### src/rtl/led_display_pwm_gen_multi_pkg.sv
// Shared types and helpers for the multi-channel LED PWM generator.
package led_display_package;

  localparam int unsigned DEFAULT_BIT_W = 8;

  typedef logic [DEFAULT_BIT_W-1:0] duty_t;

  // Clocks per counter tick. Never returns less than 1, so a fast PWM_FREQ cannot stall the counter.
  function automatic int unsigned pwm_div_calc(input longint unsigned sys_clk,
                                               input longint unsigned pwm_freq,
                                               input int unsigned     bit_w);
    longint unsigned den;
    longint unsigned quo;
    den = pwm_freq << bit_w;
    if (den == 64'd0) begin
      return 32'd1;
    end
    quo = sys_clk / den;
    return (quo == 64'd0) ? 32'd1 : 32'(quo);
  endfunction

endpackage

### src/rtl/led_display_pwm_gen_multi_tick_gen.sv
// Prescaler: one-clock tick every DIV clocks while enabled, held at 0 otherwise.
module led_pwm_tick_gen
  import led_display_package::*;
#(
  parameter int unsigned SYS_CLK_FREQ = 100_000_000,
  parameter int unsigned PWM_FREQ     = 20_480,
  parameter int unsigned BIT_W        = 8,
  parameter int unsigned SIMULATION   = 0
) (
  input  logic clk_in,
  input  logic n_reset_in,
  input  logic enable_in,
  output logic tick_out
);

  localparam int unsigned DIV     = (SIMULATION != 0) ? 32'd1 :
                                    pwm_div_calc(64'(SYS_CLK_FREQ), 64'(PWM_FREQ), BIT_W);
  localparam int unsigned PRE_W   = (DIV > 1) ? $clog2(DIV) : 1;
  localparam logic [PRE_W-1:0] PRE_MAX = PRE_W'(DIV - 1);

  logic [PRE_W-1:0] pre_q;
  logic [PRE_W-1:0] pre_d;

  always_comb begin
    pre_d    = pre_q;
    tick_out = 1'b0;
    if (!enable_in) begin
      pre_d = '0;
    end else if (pre_q == PRE_MAX) begin
      pre_d    = '0;
      tick_out = 1'b1;
    end else begin
      pre_d = pre_q + 1'b1;
    end
  end

  always_ff @(posedge clk_in or negedge n_reset_in) begin
    if (!n_reset_in) begin
      pre_q <= '0;
    end else begin
      pre_q <= pre_d;
    end
  end

endmodule

### src/rtl/led_display_pwm_gen_multi.sv
// Multi-channel PWM generator with a shared period counter and boundary-committed duty updates.
// Optional macro LED_PWM_PHASE_STAGGER_EN spreads channel rising edges across the period.
module led_display_pwm_gen_multi
  import led_display_package::*;
#(
  parameter int unsigned SYS_CLK_FREQ = 100_000_000,
  parameter int unsigned PWM_FREQ     = 20_480,
  parameter int unsigned BIT_W        = 8,
  parameter int unsigned NUM_CH       = 3,
  parameter int unsigned SIMULATION   = 0
) (
  input  logic                    clk_in,
  input  logic                    n_reset_in,
  input  logic                    enable_in,
  input  logic [NUM_CH*BIT_W-1:0] colour_in,
  input  logic                    colour_valid_in,
  output logic                    colour_ready_out,
  output logic                    period_start_out,
  output logic [NUM_CH-1:0]       pwm_colour_out
);

  typedef logic [BIT_W-1:0] ch_duty_t;

  localparam ch_duty_t CNT_MAX = '1;

`ifdef LED_PWM_PHASE_STAGGER_EN
  function automatic ch_duty_t ch_offset(input int unsigned ch);
    return BIT_W'((64'(ch) << BIT_W) / 64'(NUM_CH));
  endfunction
`endif

  logic                    en_q;
  ch_duty_t                cnt_q,        cnt_d;
  logic [NUM_CH*BIT_W-1:0] active_q,     active_d;
  logic [NUM_CH*BIT_W-1:0] pend_q,       pend_d;
  logic                    pend_flag_q,  pend_flag_d;
  logic                    pstart_q,     pstart_d;
  logic [NUM_CH-1:0]       pwm_q,        pwm_d;

  logic     run;
  logic     tick;
  logic     boundary;
  logic     xfer;
  logic     commit;
  ch_duty_t phase;

  // The first enabled cycle is the period-start cycle, so counting begins one clock after enable rises.
  assign run = enable_in & en_q;

  led_pwm_tick_gen #(
    .SYS_CLK_FREQ (SYS_CLK_FREQ),
    .PWM_FREQ     (PWM_FREQ),
    .BIT_W        (BIT_W),
    .SIMULATION   (SIMULATION)
  ) u_tick_gen (
    .clk_in     (clk_in),
    .n_reset_in (n_reset_in),
    .enable_in  (run),
    .tick_out   (tick)
  );

  always_comb begin
    boundary = tick & (cnt_q == CNT_MAX);
    xfer     = colour_valid_in & ~pend_flag_q;
    // A transfer can only land while nothing is pending, so it never commits on the boundary it arrives on.
    commit   = pend_flag_q & (boundary | ~enable_in);

    cnt_d = cnt_q;
    if (!run) begin
      cnt_d = '0;
    end else if (tick) begin
      cnt_d = cnt_q + 1'b1;
    end

    pend_d      = xfer ? colour_in : pend_q;
    pend_flag_d = xfer | (pend_flag_q & ~commit);
    active_d    = commit ? pend_q : active_q;
    pstart_d    = enable_in & (~en_q | boundary);

    phase = cnt_q;
    pwm_d = '0;
    for (int i = 0; i < NUM_CH; i++) begin
`ifdef LED_PWM_PHASE_STAGGER_EN
      phase = cnt_q - ch_offset(i);
`else
      phase = cnt_q;
`endif
      pwm_d[i] = run & (phase < active_q[i*BIT_W +: BIT_W]);
    end
  end

  always_ff @(posedge clk_in or negedge n_reset_in) begin
    if (!n_reset_in) begin
      en_q        <= 1'b0;
      cnt_q       <= '0;
      active_q    <= '0;
      pend_q      <= '0;
      pend_flag_q <= 1'b0;
      pstart_q    <= 1'b0;
      pwm_q       <= '0;
    end else begin
      en_q        <= enable_in;
      cnt_q       <= cnt_d;
      active_q    <= active_d;
      pend_q      <= pend_d;
      pend_flag_q <= pend_flag_d;
      pstart_q    <= pstart_d;
      pwm_q       <= pwm_d;
    end
  end

  assign colour_ready_out = ~pend_flag_q;
  assign period_start_out = pstart_q;
  assign pwm_colour_out   = pwm_q;

endmodule

### config.mk
export PLATFORM = sky130hd
export DESIGN_NAME = led_display_pwm_gen_multi
export DESIGN_NICKNAME = d
export VERILOG_FILES = /design/src/rtl/led_display_pwm_gen_multi_pkg.sv /design/src/rtl/led_display_pwm_gen_multi_tick_gen.sv /design/src/rtl/led_display_pwm_gen_multi.sv
export SDC_FILE = /design/constraint.sdc
export NUM_CORES = 1
export LEC_CHECK = 0
export ABC_CLOCK_PERIOD_IN_PS = 2280
export BUFFER_PORTS_ARGS = -buffer_cell sky130_fd_sc_hd__buf_2
export CAP_MARGIN = 20
export CORE_ASPECT_RATIO = 0.6
export CORE_MARGIN = 2
export CORE_UTILIZATION = 50
export CTS_CLUSTER_SIZE = 28
export DETAILED_ROUTE_END_ITERATION = 16
export PLACE_DENSITY = 0.67
export SLEW_MARGIN = 20
export SYNTH_ARGS = -nofsm -noshare
export SYNTH_HDL_FRONTEND = slang
export SYNTH_SLANG_ARGS = --single-unit
### constraint.sdc
create_clock -name clk_in -period 2.28 [get_ports clk_in]
set_input_delay 0.456 -clock clk_in [delete_from_list [all_inputs] [get_ports clk_in]]
set_output_delay 0.456 -clock clk_in [all_outputs]
set_load 0.05 [all_outputs]
==> metrics <==
WS Path Type register to register; final setup violating endpoints 0; first-pass GRT wire length between 9000 and 10000 um; Slew Viols, Final 0; CTS tree built; PwrDens ~890 nW/um2; crit share post-route 0.860; largest net degree at the start of global routing just under 70; CTS sink cnt between 60 and 70; postcts setup bufs 0; peak supply drop ~0.00051 V; full die area 6990 um2; Inserted Clock Buffers 9; ys flop type dfrtp_1; share of the synthesized area in the top cell type 0.530; xor/xnor cell area share of the yosys netlist 0.0222; Rows 22; Worst-Skew Late Latency around 340 ps; Switch Pwr 847 uW; Overflow after GRT 0; post-route insts no fill 376; final worst path period need 1960 ps; critical path capture point type register; count leader, synth dfrtp_1; Final HPWL DP 3690 um; synthesized-area fraction occupied by adder cells 0.0950; status complete, no violations; vias in the first global route approximately 1900; Synth Instances around 250; Worst Skew between 6 and 7 ps; clock root buffer clkbuf_8; post-cts gate resize count 0; gr usage total 0.178; Worst-Margin Slew approximately 400 ps; Nets between 300 and 400; Max Clock Freq slightly above 0.5 GHz; number of synthesized flops with an enable pin 0; mux cell area share after synthesis 0.174; Max-slew headroom 0.732; Synth cell types 34; IO buf count 32; placed inst area 3440 um2; final hold viol count 0; Startpoint Class register; complex-gate fraction of the synthesized area 0.0598; H-tree Lvls 3; Area growth syn-to-layout 14.6%; Simple-Gate Fraction of Synth Area 0.0768; Synth Cell Area roughly 3200 um2; wire per inst between 10 and 15 um; core footprint ~6000 um2; Max Cap Violations 0; syn_area_per_cell about 13 um2; worst r2r path cells 7; Via-to-Cell Ratio just over 5; design area about 3600 um2; DR DRC count 0; # placed instances approximately 360; sequential share of the synthesized area 0.530; Sw Ratio 0.264; Detailed Routing Iterations Pass 1 4; Setup Total Neg Slack 0 ps; Reg power frac 0.505; Hold Path Class input pin to async pin; die width 107 um; CP Max Fanout 12; WP data required 2500 ps; Synth top cells by count dfrtp_1, mux2_2, ha_1, inv_1, nor2_1; via count a little under 2000; Clock Power Share 0.286; synth top area cells dfrtp_1, mux2_2, ha_1; Routed WL 5230 um; Int Pwr between 2 and 2.5 mW; n_diodes 0; DRT iter0 DRCs ~70; I/O pin total 33; post-synthesis register bit count 67; CTS Hold Bufs 0; Leak 1.77 nW; RD Place Congestion around 0.8; Yosys top cell by area dfrtp_1; largest family of logic cells by synthesized area multiplexers; RSZ-0062 raised after global routing no; clock slew at reported path FFs roughly 70 ps; initial antenna violation count 0; Antenna Nets Post-Route 0; Clock Path Buffers 2; Initial Utilization 0.517; Die Y 65.6 um; share of layout cells above drive strength 1 0.356; Synthesized Nets 299; logic gate share of total power 0.209; Yosys warning total 0; ys async rst share 1.00; arrival time at the worst endpoint 2180 ps
## critical path, stage by stage, from the launching register on
cell and delay (ps):
dfrtp_1 410, inv_1 70, ha_1 140, and4bb_1 300, nand4_4 160, o22ai_4 160
buf_4 240, mux2_2 360
## logic make-up (layout without fill, tap and decap cells)
| logic type | count (synthesis) | after routing |
|---|---|---|
| flip-flops | 67 | 67 |
| multiplexers | 49 | 49 |
| AND/OR/NAND/NOR | 43 | 43 |
| buffers and inverters | 30 | 75 |
| AO/OA/AOI/OAI | 26 | 26 |
| adder cells (fa/ha/maj) | 24 | 24 |
| XOR/XNOR | 8 | 8 |
## power groups by stage
stage | sequential [mW] | clock, mW | combinational, mW
3_3_place_gp | 1.64 | 0 | 0.653
3_5_place_dp | 1.65 | 0 | 0.680
5_1_grt | 1.67 | 1.02 | 0.777
2_1_floorplan | 1.61 | 0 | 0.516
4_1_cts | 1.63 | 0.960 | 0.684
6_report | 1.62 | 0.919 | 0.670
## final cells by class
class	instances	area, um2
Timing Repair Buffer	38	218
Multi-Input combinational cell	150	1360
Clock inverter	3	40.0
Inverter	23	86.3
Fill cell	529	2490
Tap cell	84	105
Sequential cell	67	1680
Clock buffer	11	141
## final timing paths
| check | startpoint | to | slack [ps] |
|---|---|---|---|
| max reg2reg | u_tick_gen.pre_q[0] | active_q[8] | 320 |
| min reg2reg | u_tick_gen.pre_q[0] | u_tick_gen.pre_q[0] | 490 |
| max | u_tick_gen.pre_q[0] | active_q[8] | 320 |
| min in group clk_in | enable_in | en_q | 330 |
| min | n_reset_in | pend_q[6] | 120 |
| max in group asynchronous | n_reset_in | active_q[22] | 1880 |
## state kept, by name, indices dropped and copies added (netlist names)
register / flops
active_q: 24
cnt_q: 8
en_q: 1
pend_flag_q: 1
pend_q: 24
period_start_out: 1
pwm_colour_out: 3
u_tick_gen.pre_q: 5
## stage by stage
stage | total power, mW | utilization | hold WS (ps) | worst slack, ps
global route | 3.46 | 0.593 | 141 | 200
detailed placement | 2.33 | 0.563 | 483 | 345
finish | 3.21 | 0.593 | 120 | 320
floorplan | 2.13 | - | 160 | 397
CTS | 3.27 | 0.593 | 128 | 312
global placement | 2.30 | 0.563 | 471 | 394
## metal layers
| layer | vias to the layer above | wire length, um | GRT usage |
|---|---|---|---|
| met5 | - | 0 | 0 |
| met3 | 9 | 327 | 0.0665 |
| li1 | 949 | - | - |
| met4 | 0 | 80 | 0.0682 |
| met2 | 50 | 2180 | 0.250 |
| met1 | 939 | 2640 | 0.249 |
## layout by cell type (no fill, tap or decap), types with 6 or more instances in the layout
cell / instances
xor2_1: 6
ha_1: 24
buf_2: 32
nor2_1: 13
clkbuf_8: 10
inv_1: 23
dfrtp_1: 67
o21ai_0: 7
mux2_2: 48
(Power assumes the default switching activity.)
